===== src/rtl/dma_stream_engine.sv =====
// DMA stream endpoint: TX reads a source memory into a bubble-free valid/ready/last burst,
// RX sinks a read-back stream into a destination memory. Optional macro: DMA_RX_LEN_CHECK_EN.
module dma_stream_engine #(
  parameter int DATA_WIDTH = 32,
  parameter int ADDR_SIZE  = 16,
  parameter int LEN_SIZE   = 16
) (
  input  logic                  clk,
  input  logic                  rstn,
  input  logic                  tx_start,
  input  logic [LEN_SIZE-1:0]   tx_len,
  input  logic [ADDR_SIZE-1:0]  src_base,
  output logic                  src_en,
  output logic [ADDR_SIZE-1:0]  src_addr,
  input  logic [DATA_WIDTH-1:0] src_data,
  output logic [DATA_WIDTH-1:0] w_data,
  output logic                  w_valid,
  output logic                  w_last,
  input  logic                  w_ready,
  output logic                  w_done,
  input  logic                  rx_start,
  input  logic [LEN_SIZE-1:0]   rx_len,
  input  logic [ADDR_SIZE-1:0]  dst_base,
  input  logic [DATA_WIDTH-1:0] r_data,
  input  logic                  r_valid,
  input  logic                  r_last,
  output logic                  r_ready,
  output logic                  dst_we,
  output logic [ADDR_SIZE-1:0]  dst_addr,
  output logic [DATA_WIDTH-1:0] dst_data,
  output logic                  tx_busy,
  output logic                  rx_busy,
  output logic                  rx_done,
  output logic                  rx_err
);

  typedef enum logic [1:0] {TX_IDLE, TX_PRIME, TX_STREAM, TX_DONE} tx_state_t;
  typedef enum logic {RX_IDLE, RX_ACTIVE} rx_state_t;

  // ---------------- TX channel ----------------
  tx_state_t tx_state, tx_state_nx;

  logic [LEN_SIZE-1:0]   len_q, fetch_cnt, pop_cnt;
  logic [ADDR_SIZE-1:0]  base_q;
  logic [DATA_WIDTH-1:0] fifo_mem [0:1];
  logic                  rd_ptr, wr_ptr, inflight;
  logic [1:0]            fifo_cnt;
  logic [2:0]            level;
  logic                  tx_active, tx_accept, fetch, push, pop, last_beat;

  assign tx_active = (tx_state == TX_PRIME) || (tx_state == TX_STREAM);
  assign tx_accept = (tx_state == TX_IDLE) && tx_start;
  assign push      = inflight;
  assign w_valid   = tx_active && (fifo_cnt != 2'd0);
  assign pop       = w_valid && w_ready;
  assign last_beat = (pop_cnt == len_q - LEN_SIZE'(1));
  assign level     = {1'b0, fifo_cnt} + {2'b0, inflight};
  // occupancy + in-flight - pop < 2, written without a signed subtraction
  assign fetch     = tx_active && (fetch_cnt < len_q) &&
                     ((level < 3'd2) || (pop && (level == 3'd2)));

  assign src_en   = fetch;
  assign src_addr = fetch ? base_q + ADDR_SIZE'(fetch_cnt) : '0;
  assign w_data   = w_valid ? fifo_mem[rd_ptr] : '0;
  assign w_last   = w_valid && last_beat;
  assign w_done   = (tx_state == TX_DONE);
  assign tx_busy  = (tx_state != TX_IDLE);

  always_ff @(posedge clk or negedge rstn) begin
    if (!rstn) tx_state <= TX_IDLE;
    else       tx_state <= tx_state_nx;
  end

  // w_valid is driven from the FIFO in PRIME too, so the first beat leaves before the FIFO fills
  always_comb begin
    tx_state_nx = tx_state;
    case (tx_state)
      TX_IDLE:   if (tx_start) tx_state_nx = (tx_len == '0) ? TX_DONE : TX_PRIME;
      TX_PRIME: begin
        if (pop && last_beat)
          tx_state_nx = TX_DONE;
        else if ((fifo_cnt == 2'd2) || ((fifo_cnt != 2'd0) && (len_q == LEN_SIZE'(1))) || pop)
          tx_state_nx = TX_STREAM;
      end
      TX_STREAM: if (pop && last_beat) tx_state_nx = TX_DONE;
      TX_DONE:   tx_state_nx = TX_IDLE;
      default:   tx_state_nx = TX_IDLE;
    endcase
  end

  always_ff @(posedge clk or negedge rstn) begin
    if (!rstn) begin
      len_q     <= '0;
      base_q    <= '0;
      fetch_cnt <= '0;
      pop_cnt   <= '0;
      inflight  <= 1'b0;
      rd_ptr    <= 1'b0;
      wr_ptr    <= 1'b0;
      fifo_cnt  <= '0;
      for (int unsigned i = 0; i < 2; i++) fifo_mem[i] <= '0;
    end else begin
      inflight <= fetch;
      if (tx_accept) begin
        len_q     <= tx_len;
        base_q    <= src_base;
        fetch_cnt <= '0;
        pop_cnt   <= '0;
      end else begin
        if (fetch) fetch_cnt <= fetch_cnt + LEN_SIZE'(1);
        if (pop)   pop_cnt   <= pop_cnt + LEN_SIZE'(1);
      end
      if (push) begin
        fifo_mem[wr_ptr] <= src_data;
        wr_ptr           <= ~wr_ptr;
      end
      if (pop) rd_ptr <= ~rd_ptr;
      fifo_cnt <= fifo_cnt + {1'b0, push} - {1'b0, pop};
    end
  end

  // ---------------- RX channel ----------------
  rx_state_t rx_state, rx_state_nx;

  logic [ADDR_SIZE-1:0] dst_base_q;
  logic [LEN_SIZE-1:0]  rx_k;
  logic                 rx_accept, rx_hs, rx_term, done_pend;

  assign r_ready   = (rx_state == RX_ACTIVE);
  assign rx_busy   = (rx_state == RX_ACTIVE);
  assign rx_accept = (rx_state == RX_IDLE) && rx_start;
  assign rx_hs     = r_valid && r_ready;

`ifdef DMA_RX_LEN_CHECK_EN
  logic [LEN_SIZE-1:0] rx_len_q;
  logic                rx_final;

  assign rx_final = (rx_k == rx_len_q - LEN_SIZE'(1));
  assign rx_term  = rx_hs && (r_last || rx_final);

  always_ff @(posedge clk or negedge rstn) begin
    if (!rstn) begin
      rx_len_q <= '0;
      rx_err   <= 1'b0;
    end else if (rx_accept) begin
      rx_len_q <= rx_len;
      rx_err   <= 1'b0;
    end else if (rx_hs && (r_last != rx_final)) begin
      rx_err <= 1'b1;
    end
  end
`else
  logic unused_rx_len;

  assign unused_rx_len = ^rx_len;
  assign rx_term       = rx_hs && r_last;
  assign rx_err        = 1'b0;
`endif

  always_ff @(posedge clk or negedge rstn) begin
    if (!rstn) rx_state <= RX_IDLE;
    else       rx_state <= rx_state_nx;
  end

  always_comb begin
    rx_state_nx = rx_state;
    case (rx_state)
      RX_IDLE:   if (rx_start) rx_state_nx = RX_ACTIVE;
      RX_ACTIVE: if (rx_term)  rx_state_nx = RX_IDLE;
      default:   rx_state_nx = RX_IDLE;
    endcase
  end

  always_ff @(posedge clk or negedge rstn) begin
    if (!rstn) begin
      dst_base_q <= '0;
      rx_k       <= '0;
      dst_we     <= 1'b0;
      dst_addr   <= '0;
      dst_data   <= '0;
      done_pend  <= 1'b0;
      rx_done    <= 1'b0;
    end else begin
      if (rx_accept) begin
        dst_base_q <= dst_base;
        rx_k       <= '0;
      end else if (rx_hs) begin
        rx_k <= rx_k + LEN_SIZE'(1);
      end
      dst_we    <= rx_hs;
      dst_addr  <= rx_hs ? dst_base_q + ADDR_SIZE'(rx_k) : '0;
      dst_data  <= rx_hs ? r_data : '0;
      done_pend <= rx_term;
      rx_done   <= done_pend;
    end
  end

endmodule

===== config.mk =====
export PLATFORM = sky130hd
export DESIGN_NAME = dma_stream_engine
export DESIGN_NICKNAME = d
export VERILOG_FILES = /design/src/rtl/dma_stream_engine.sv
export SDC_FILE = /design/constraint.sdc
export NUM_CORES = 1
export LEC_CHECK = 0
export BUFFER_PORTS_ARGS = -buffer_cell sky130_fd_sc_hd__buf_2
export CAP_MARGIN = 20
export CELL_PAD_IN_SITES_DETAIL_PLACEMENT = 0
export CELL_PAD_IN_SITES_GLOBAL_PLACEMENT = 1
export CORE_MARGIN = 2
export CORE_UTILIZATION = 47
export CTS_BUF_LIST = sky130_fd_sc_hd__clkbuf_8
export CTS_CLUSTER_DIAMETER = 150
export DETAILED_ROUTE_END_ITERATION = 6
export PLACE_DENSITY_LB_ADDON = 0.2
export REMOVE_ABC_BUFFERS = 1
export SLEW_MARGIN = 20
export SYNTH_ARGS = -nofsm -noshare
export SYNTH_HDL_FRONTEND = slang
export SYNTH_SLANG_ARGS = --single-unit

===== constraint.sdc =====
create_clock -name clk -period 6.1 [get_ports clk]
set_clock_uncertainty 0.2 [all_clocks]
set_input_delay 1.22 -clock clk [delete_from_list [all_inputs] [get_ports clk]]
set_output_delay 1.22 -clock clk [all_outputs]
set_load 0.005 [all_outputs]

==> results.json, run 1 <==
{
  "synth_sequential_area_ratio_pct": 48.55,
  "yosysTopAreaCellShare_pct": 48.55,
  "routed_via_density": 5.114,
  "num_vias": 8597,
  "critical_path.reg2reg.endpoint": "fetch_cnt[11]$_DFFE_PN0P_",
  "netlist_top_cells_count": "219 x dfrtp_1, 166 x nand2_1, 106 x nor2_1",
  "fin_tns_setup_ns": 0,
  "routedWlPerCell_um": 15.41,
  "worstSkewPairLatency_ns": 0.53,
  "grt_first_pass_wirelength_um": 43080,
  "vdd.ir_drop.worst_mv": 0.1802,
  "ys_ff_latch": 219,
  "power_density_mw_per_mm2": 375.4,
  "maxCapViolations": 0,
  "critPathKind": "reg -> out",
  "grt_pass1_vias": 8782,
  "antenna_left": 0,
  "cp-startpoint": "tx_state[0]$_DFFE_PN0P_",
  "worst_setup_slack_post_dpl_ns": 1.262,
  "grt_max_degree": 128,
  "worstHoldPathCells": 0,
  "core-area_mm2": 0.02354,
  "total_of_endpoints_with_negative_setup_slack_in_the_final_report": 0,
  "detail_route.wirelength_um": 25910,
  "global_route.usage.total_pct": 20.64,
  "reg2reg_depth": 13,
  "gpl.final_weighted_congestion": 0.8107,
  "die-area_mm2": 0.02527,
  "dp_hpwl_um": 18060,
  "dpl_cell_area_mm2": 0.01271,
  "status": "finished clean",
  "chipHeight_um": 159.0,
  "rows": 56,
  "worst_slack_ns": 0.9936,
  "tritoncts": "built",
  "timing_worst_slew_pin_value_ns": 1.055,
  "min_from": "done_pend$_DFF_PN0_",
  "first_iter_violations": 377,
  "hold_worst_path_end": "rx_done$_DFF_PN0_",
  "setup_repair_after_global_routing_missed_its_margin": "false",
  "synth_top_cell_by_area": "dfrtp_1",
  "die-width_um": 159.0,
  "start_util_pct": 47.94,
  "synth-edff-count": 0,
  "clock_sink_count": 219,
  "achievable_freq_mhz": 195.8,
  "cts_max_level": 2,
  "synth.top_cells.by_area": "dfrtp_1 49%, ha_1 6.7%, mux2_2 6.4%, nand2_1 5.5%, mux2i_1 3.9%",
  "syn2layout_area_growth_pct": 18.51,
  "hold_violations": 0,
  "finalCritPeriodShare_pct": 83.71,
  "hold_buffers": 0,
  "grt-ovfl-total": 0,
  "cp-start-kind": "register",
  "syn_inst": 1114,
  "clockRootBuffer": "clkbuf_8",
  "netlist_area_mm2": 0.01129,
  "critical_path.reg2reg.startpoint": "tx_state[0]$_DFFE_PN0P_",
  "syn_area_per_cell_um2": 10.13,
  "path_clk_slew_ns": 0.05,
  "ctsResizeCount": 0,
  "worst-r2r-setup-slack_ns": 2.55,
  "design.final.nets": 1538,
  "setup.worst_path.end_class": "output port",
  "synth.yosys.warnings": 0,
  "timing.critical_path.required_ns": 4.68,
  "clock_tree.buffer_depth": 3,
  "cts_inserted_buffers": 39,
  "numPortBuffers": 223,
  "relSlewSlack_pct": 29.65,
  "ys_async_sr_fraction_pct": 100.0,
  "cp.arrival_ns": 3.69,
  "layout_min_cycle_time_ns": 5.106,
  "io-pin-count": 241,
  "p_leak_nw": 6.898,
  "timing.critical_path.fanout_max": 11,
  "finish.instance_area_mm2": 0.01338,
  "hold_path.class": "reg -> reg",
  "post-cts-setup-buffer-count": 0,
  "synth_ff_type": "dfrtp_1",
  "drt_pre_antenna_iters": 4,
  "synth.lib_cells_used.distinct": 53,
  "drv_slew": 0,
  "antenna_found_initial": 4,
  "cell_with_the_most_instances_after_synthesis": "dfrtp_1",
  "share_of_layout_cells_above_drive_strength_1_pct": 26.32,
  "drt_drc_violations_left": 0
}
-- where the power goes --
part / leakage (nW) / internal (mW) / switching, mW
logic: 3.79 / 0.882 / 0.822
registers: 2.72 / 1.81 / 0.311
clock network: 0.392 / 0.635 / 0.561
-- per-stage QoR --
step | utilization, % | instances | hold WS, ns | total power [mW]
6_report | 56.82 | 1681 | 0.1516 | 5.021
5_1_grt | 56.81 | 1680 | 0.1615 | 5.392
4_1_cts | 56.79 | 1679 | 0.1506 | 5.106
3_5_place_dp | 53.98 | 1619 | 0.1451 | 3.873
3_3_place_gp | 53.98 | 1619 | 0.1329 | 3.820
2_1_floorplan | - | 1067 | 0.1312 | 3.218
-- state kept, by name, summed over array words and instances (netlist names), 2 cells and up --
register and cells:
fifo_mem 64, dst_data 32, base_q 16, dst_addr 16
dst_base_q 16, fetch_cnt 16, len_q 16, pop_cnt 16
rx_k 16, fifo_cnt 2, tx_state 2
-- cell families after synthesis --
group	synth area share [%]
simple gates	16.96
compound gates	8.702
mux	10.29
other cells	0.03322
xor+xnor	5.587
fa+ha+maj	7.006
flops	48.55
buf+inv	2.871
-- layout make-up --
class	count	area, µm²
inverters	37	138.9
multi-input cells	811	5489
diodes	2	5.005
clock buffers	43	591.8
flip-flops and latches	219	5482
repair buffers	233	1201
well taps	319	399.1
clock inverters	17	70.07
fillers	2235	10170
-- metal layers --
layer / track usage [%] / routed length (µm)
met1: 26.33 / 11570
met2: 35.21 / 12350
met3: 4.949 / 1496
met4: 5.950 / 472
met5: 0 / 21
-- worst max path at each step --
stage,end,depth (start not counted)
after CTS,src_addr[0],15
final,src_addr[0],15
after global routing,src_addr[14],11
after detailed placement,src_addr[0],12
after global placement,src_addr[1],12
after floorplan,src_addr[0],13
-- cell usage in the layout (no fill, tap or decap), types with 8 or more instances in the layout --
cell type	n
a211oi_1	8
a21o_1	11
a21oi_1	26
and2_1	11
and3_1	50
buf_2	222
buf_4	10
clkbuf_8	43
dfrtp_1	218
ha_1	60
inv_1	47
mux2_2	64
mux2i_1	44
nand2_1	166
nand3_1	24
nand4_1	15
nor2_1	106
nor3_1	12
nor4_1	9
o2111ai_1	9
o21ai_0	52
or3_1	13
xnor2_1	34
xor2_1	38
-- critical path: stages (launching register included) --
cell and delay, ns:
dfrtp_1 0.41, inv_1 0.13, ha_1 0.36, o21ai_2 0.09, inv_2 0.08, nand2_1 0.08, inv_2 0.17, a31oi_1 0.13
nor4b_2 0.31, nand2_1 0.14, a211oi_4 0.42, nor2_1 0.26, buf_4 0.24, inv_2 0.11, and2_1 0.13, buf_2 0.10
Note: power is estimated with default switching activity, not from simulation.
==> run 2: changes to the inputs <==
--- a/config.mk
+++ b/config.mk
@@ -10,7 +10,7 @@
 export CELL_PAD_IN_SITES_DETAIL_PLACEMENT = 0
 export CELL_PAD_IN_SITES_GLOBAL_PLACEMENT = 1
 export CORE_MARGIN = 2
-export CORE_UTILIZATION = 47
+export CORE_UTILIZATION = 39
 export CTS_BUF_LIST = sky130_fd_sc_hd__clkbuf_8
 export CTS_CLUSTER_DIAMETER = 150
 export DETAILED_ROUTE_END_ITERATION = 6
==> constraint.sdc (replaced) <==
create_clock -name clk -period 4.2 [get_ports clk]
set_clock_uncertainty 0.2 [all_clocks]
set_input_delay 0.84 -clock clk [delete_from_list [all_inputs] [get_ports clk]]
set_output_delay 0.84 -clock clk [all_outputs]
set_load 0.005 [all_outputs]
==> results.json, run 2 (synthesis gave the netlist of run 1 again) <==
{
  "swShare_pct": 33.16,
  "registers.top_by_ff_count": "fifo_mem",
  "hold_buffers": 0,
  "clock_sink_count": 219,
  "rows": 62,
  "vdd.ir_drop.worst_mv": 0.2606,
  "syn2layout_area_growth_pct": 23.52,
  "routedWlPerCell_um": 15.73,
  "reg2reg_depth": 14,
  "numPortBuffers": 223,
  "internal_power_mw": 5.202,
  "io-pin-count": 241,
  "start_util_pct": 39.43,
  "first_iter_violations": 414,
  "gpl.final_weighted_congestion": 0.8195,
  "mostFrequentLayoutCells": "221 x buf_2, 215 x dfrtp_1, 165 x nand2_1",
  "timing.critical_path.required_ns": 3.16,
  "relSlewSlack_pct": 30.51,
  "grt_util_met2_pct": 30.89,
  "flip_flop_count_of_the_largest_register_all_copies_and_words_added": 64,
  "grt.busiest_layer": "met2",
  "critical_path.cell_chain": "ha_1 > o21ai_0 > o21a_1 > o31ai_4 > o41ai_2 > buf_4 > o2111ai_1 > a21oi_1 > xnor2_1 > nor2_2 > buf_2",
  "grt_pass1_vias": 9188,
  "tritoncts": "built",
  "drv_slew": 0,
  "cts_inserted_buffers": 42,
  "timing.critical_path.fanout_max": 5,
  "finalCritPeriodShare_pct": 98.56,
  "power.net_switching_mw": 2.580,
  "antenna_left": 0,
  "maxCapViolations": 0,
  "setup.worst_path.end_class": "output port",
  "clock_power_share_pct": 27.1,
  "chipHeight_um": 174.1,
  "fin_tns_setup_ns": 0,
  "num_vias": 8883,
  "cts_max_level": 2,
  "use_met1_pct": 22.88,
  "final_common_cell": "buf_2",
  "achievable_freq_mhz": 241.6,
  "status": "finished clean",
  "cp-start-kind": "register",
  "power_density_mw_per_mm2": 558.2,
  "hold_worst_slack_ns": 0.1491,
  "grt_first_pass_wirelength_um": 45710,
  "routed_via_density": 4.996,
  "clock_tree.buffer_depth": 3,
  "critical_path.max_stage_delay_ns": 0.38,
  "cp.arrival_ns": 3.10,
  "hold_path.class": "in -> async",
  "worst-r2r-setup-slack_ns": 0.92,
  "biggestRegsByFlops": "fifo_mem: 64 flops, dst_data: 32 flops",
  "critical_path.reg2reg.startpoint": "tx_state[0]$_DFFE_PN0P_",
  "core-area_mm2": 0.02863,
  "antenna_found_initial": 5,
  "worstSkewPairLatency_ns": 0.54,
  "grt_max_degree": 100,
  "detail_route.wirelength_um": 27960,
  "total_of_endpoints_with_negative_setup_slack_in_the_final_report": 0,
  "global_route.usage.total_pct": 18.44,
  "grt-ovfl-total": 0,
  "critical_path.reg2reg.endpoint": "fetch_cnt[15]$_DFFE_PN0P_",
  "groute.layer.met3.usage_pct": 5.490,
  "clockRootBuffer": "clkbuf_8",
  "critPathKind": "reg -> out",
  "setup_repair_after_global_routing_missed_its_margin": "true",
  "dp_hpwl_um": 19500,
  "timing_worst_slew_pin_value_ns": 1.042,
  "layout_min_cycle_time_ns": 4.139,
  "p_leak_nw": 7.136,
  "share_of_layout_cells_above_drive_strength_1_pct": 29.53,
  "critical-path-slowest-cell": "dfrtp_1",
  "drt_pre_antenna_iters": 4,
  "die-area_mm2": 0.03032,
  "path_clk_slew_ns": 0.06,
  "combPwrFrac_pct": 33.5,
  "hold_violations": 0,
  "drt_drc_violations_left": 0,
  "die-width_um": 174.1,
  "p_seq_share_pct": 39.3,
  "design.final.nets": 1562
}
run 2: changes by cell type in the layout (fill, tap and decap cells not counted), sizes merged:
cell	change
bufinv	+2
clkbuf	+9
clkinv	-1
inv	+2
buf	+21
clkinvlp	-1
run 2: timing repair:
action,4_1_cts,5_1_grt
hold endpoints to repair,0,0
pin swaps,4,11
resized for setup,7,23
endpoints found under the setup margin,7,9
setup buffers,0,11
run 2: worst max-delay path by stage:
stage                                   from            to  slack (ns)  depth (start not counted)
floorplan            tx_state[0]$_DFFE_PN0P_   src_addr[0]        0.32                         13
global placement     tx_state[0]$_DFFE_PN0P_   src_addr[0]        0.07                         14
detailed placement  fetch_cnt[0]$_DFFE_PN0P_  src_addr[14]        0.28                         12
CTS                 fetch_cnt[1]$_DFFE_PN0P_  src_addr[15]       -0.08                         11
global route           base_q[0]$_DFFE_PN0P_  src_addr[14]       -0.14                         12
finish              fetch_cnt[2]$_DFFE_PN0P_  src_addr[15]        0.06                         11
run 2: worst max-delay path: cells and delay by family (launching register included):
family	cells	cell delay [ns]
AO/OA/AOI/OAI	6	1.21
flip-flops	1	0.38
buffers and inverters	2	0.32
adder cells (fa/ha/maj)	1	0.37
XOR/XNOR	1	0.10
AND/OR/NAND/NOR	1	0.19
run 2: metal layers:
metal | share of wire, % | vias up
met3 | 6.8 | 61
met2 | 46 | 213
met1 | 44 | 4226
met5 | 0.14 | -
met4 | 2.5 | 6
li1 | - | 4377
run 2: power groups by stage:
stage | Clock (mW) | Sequential [mW] | Combinational, mW
after floorplan | 0 | 2.99 | 1.68
after global placement | 0 | 3.07 | 2.55
after detailed placement | 0 | 3.10 | 2.60
after CTS | 2.19 | 3.06 | 2.62
after global routing | 2.27 | 3.15 | 2.94
final | 2.11 | 3.06 | 2.61
run 2: cell type report:
cell class / count / area [µm²]
well taps: 384 / 480.5
clock inverters: 19 / 125.1
flip-flops and latches: 219 / 5485
diodes: 2 / 5.005
fillers: 2794 / 14680
multi-input cells: 811 / 5618
clock buffers: 52 / 715.7
inverters: 37 / 138.9
repair buffers: 254 / 1374
run 2: stage by stage:
stage / setup slack [ns] / area [µm²] / util (%) / instances / total power, mW
finish: 0.06062 / 13940 / 48.71 / 1778 / 7.782
global placement: 0.07092 / 12880 / 44.99 / 1694 / 5.621
CTS: -0.07626 / 13750 / 48.04 / 1765 / 7.872
detailed placement: 0.2768 / 12880 / 45.00 / 1694 / 5.693
floorplan: 0.3180 / 11100 / - / 1067 / 4.673
global route: -0.1373 / 13940 / 48.70 / 1777 / 8.356
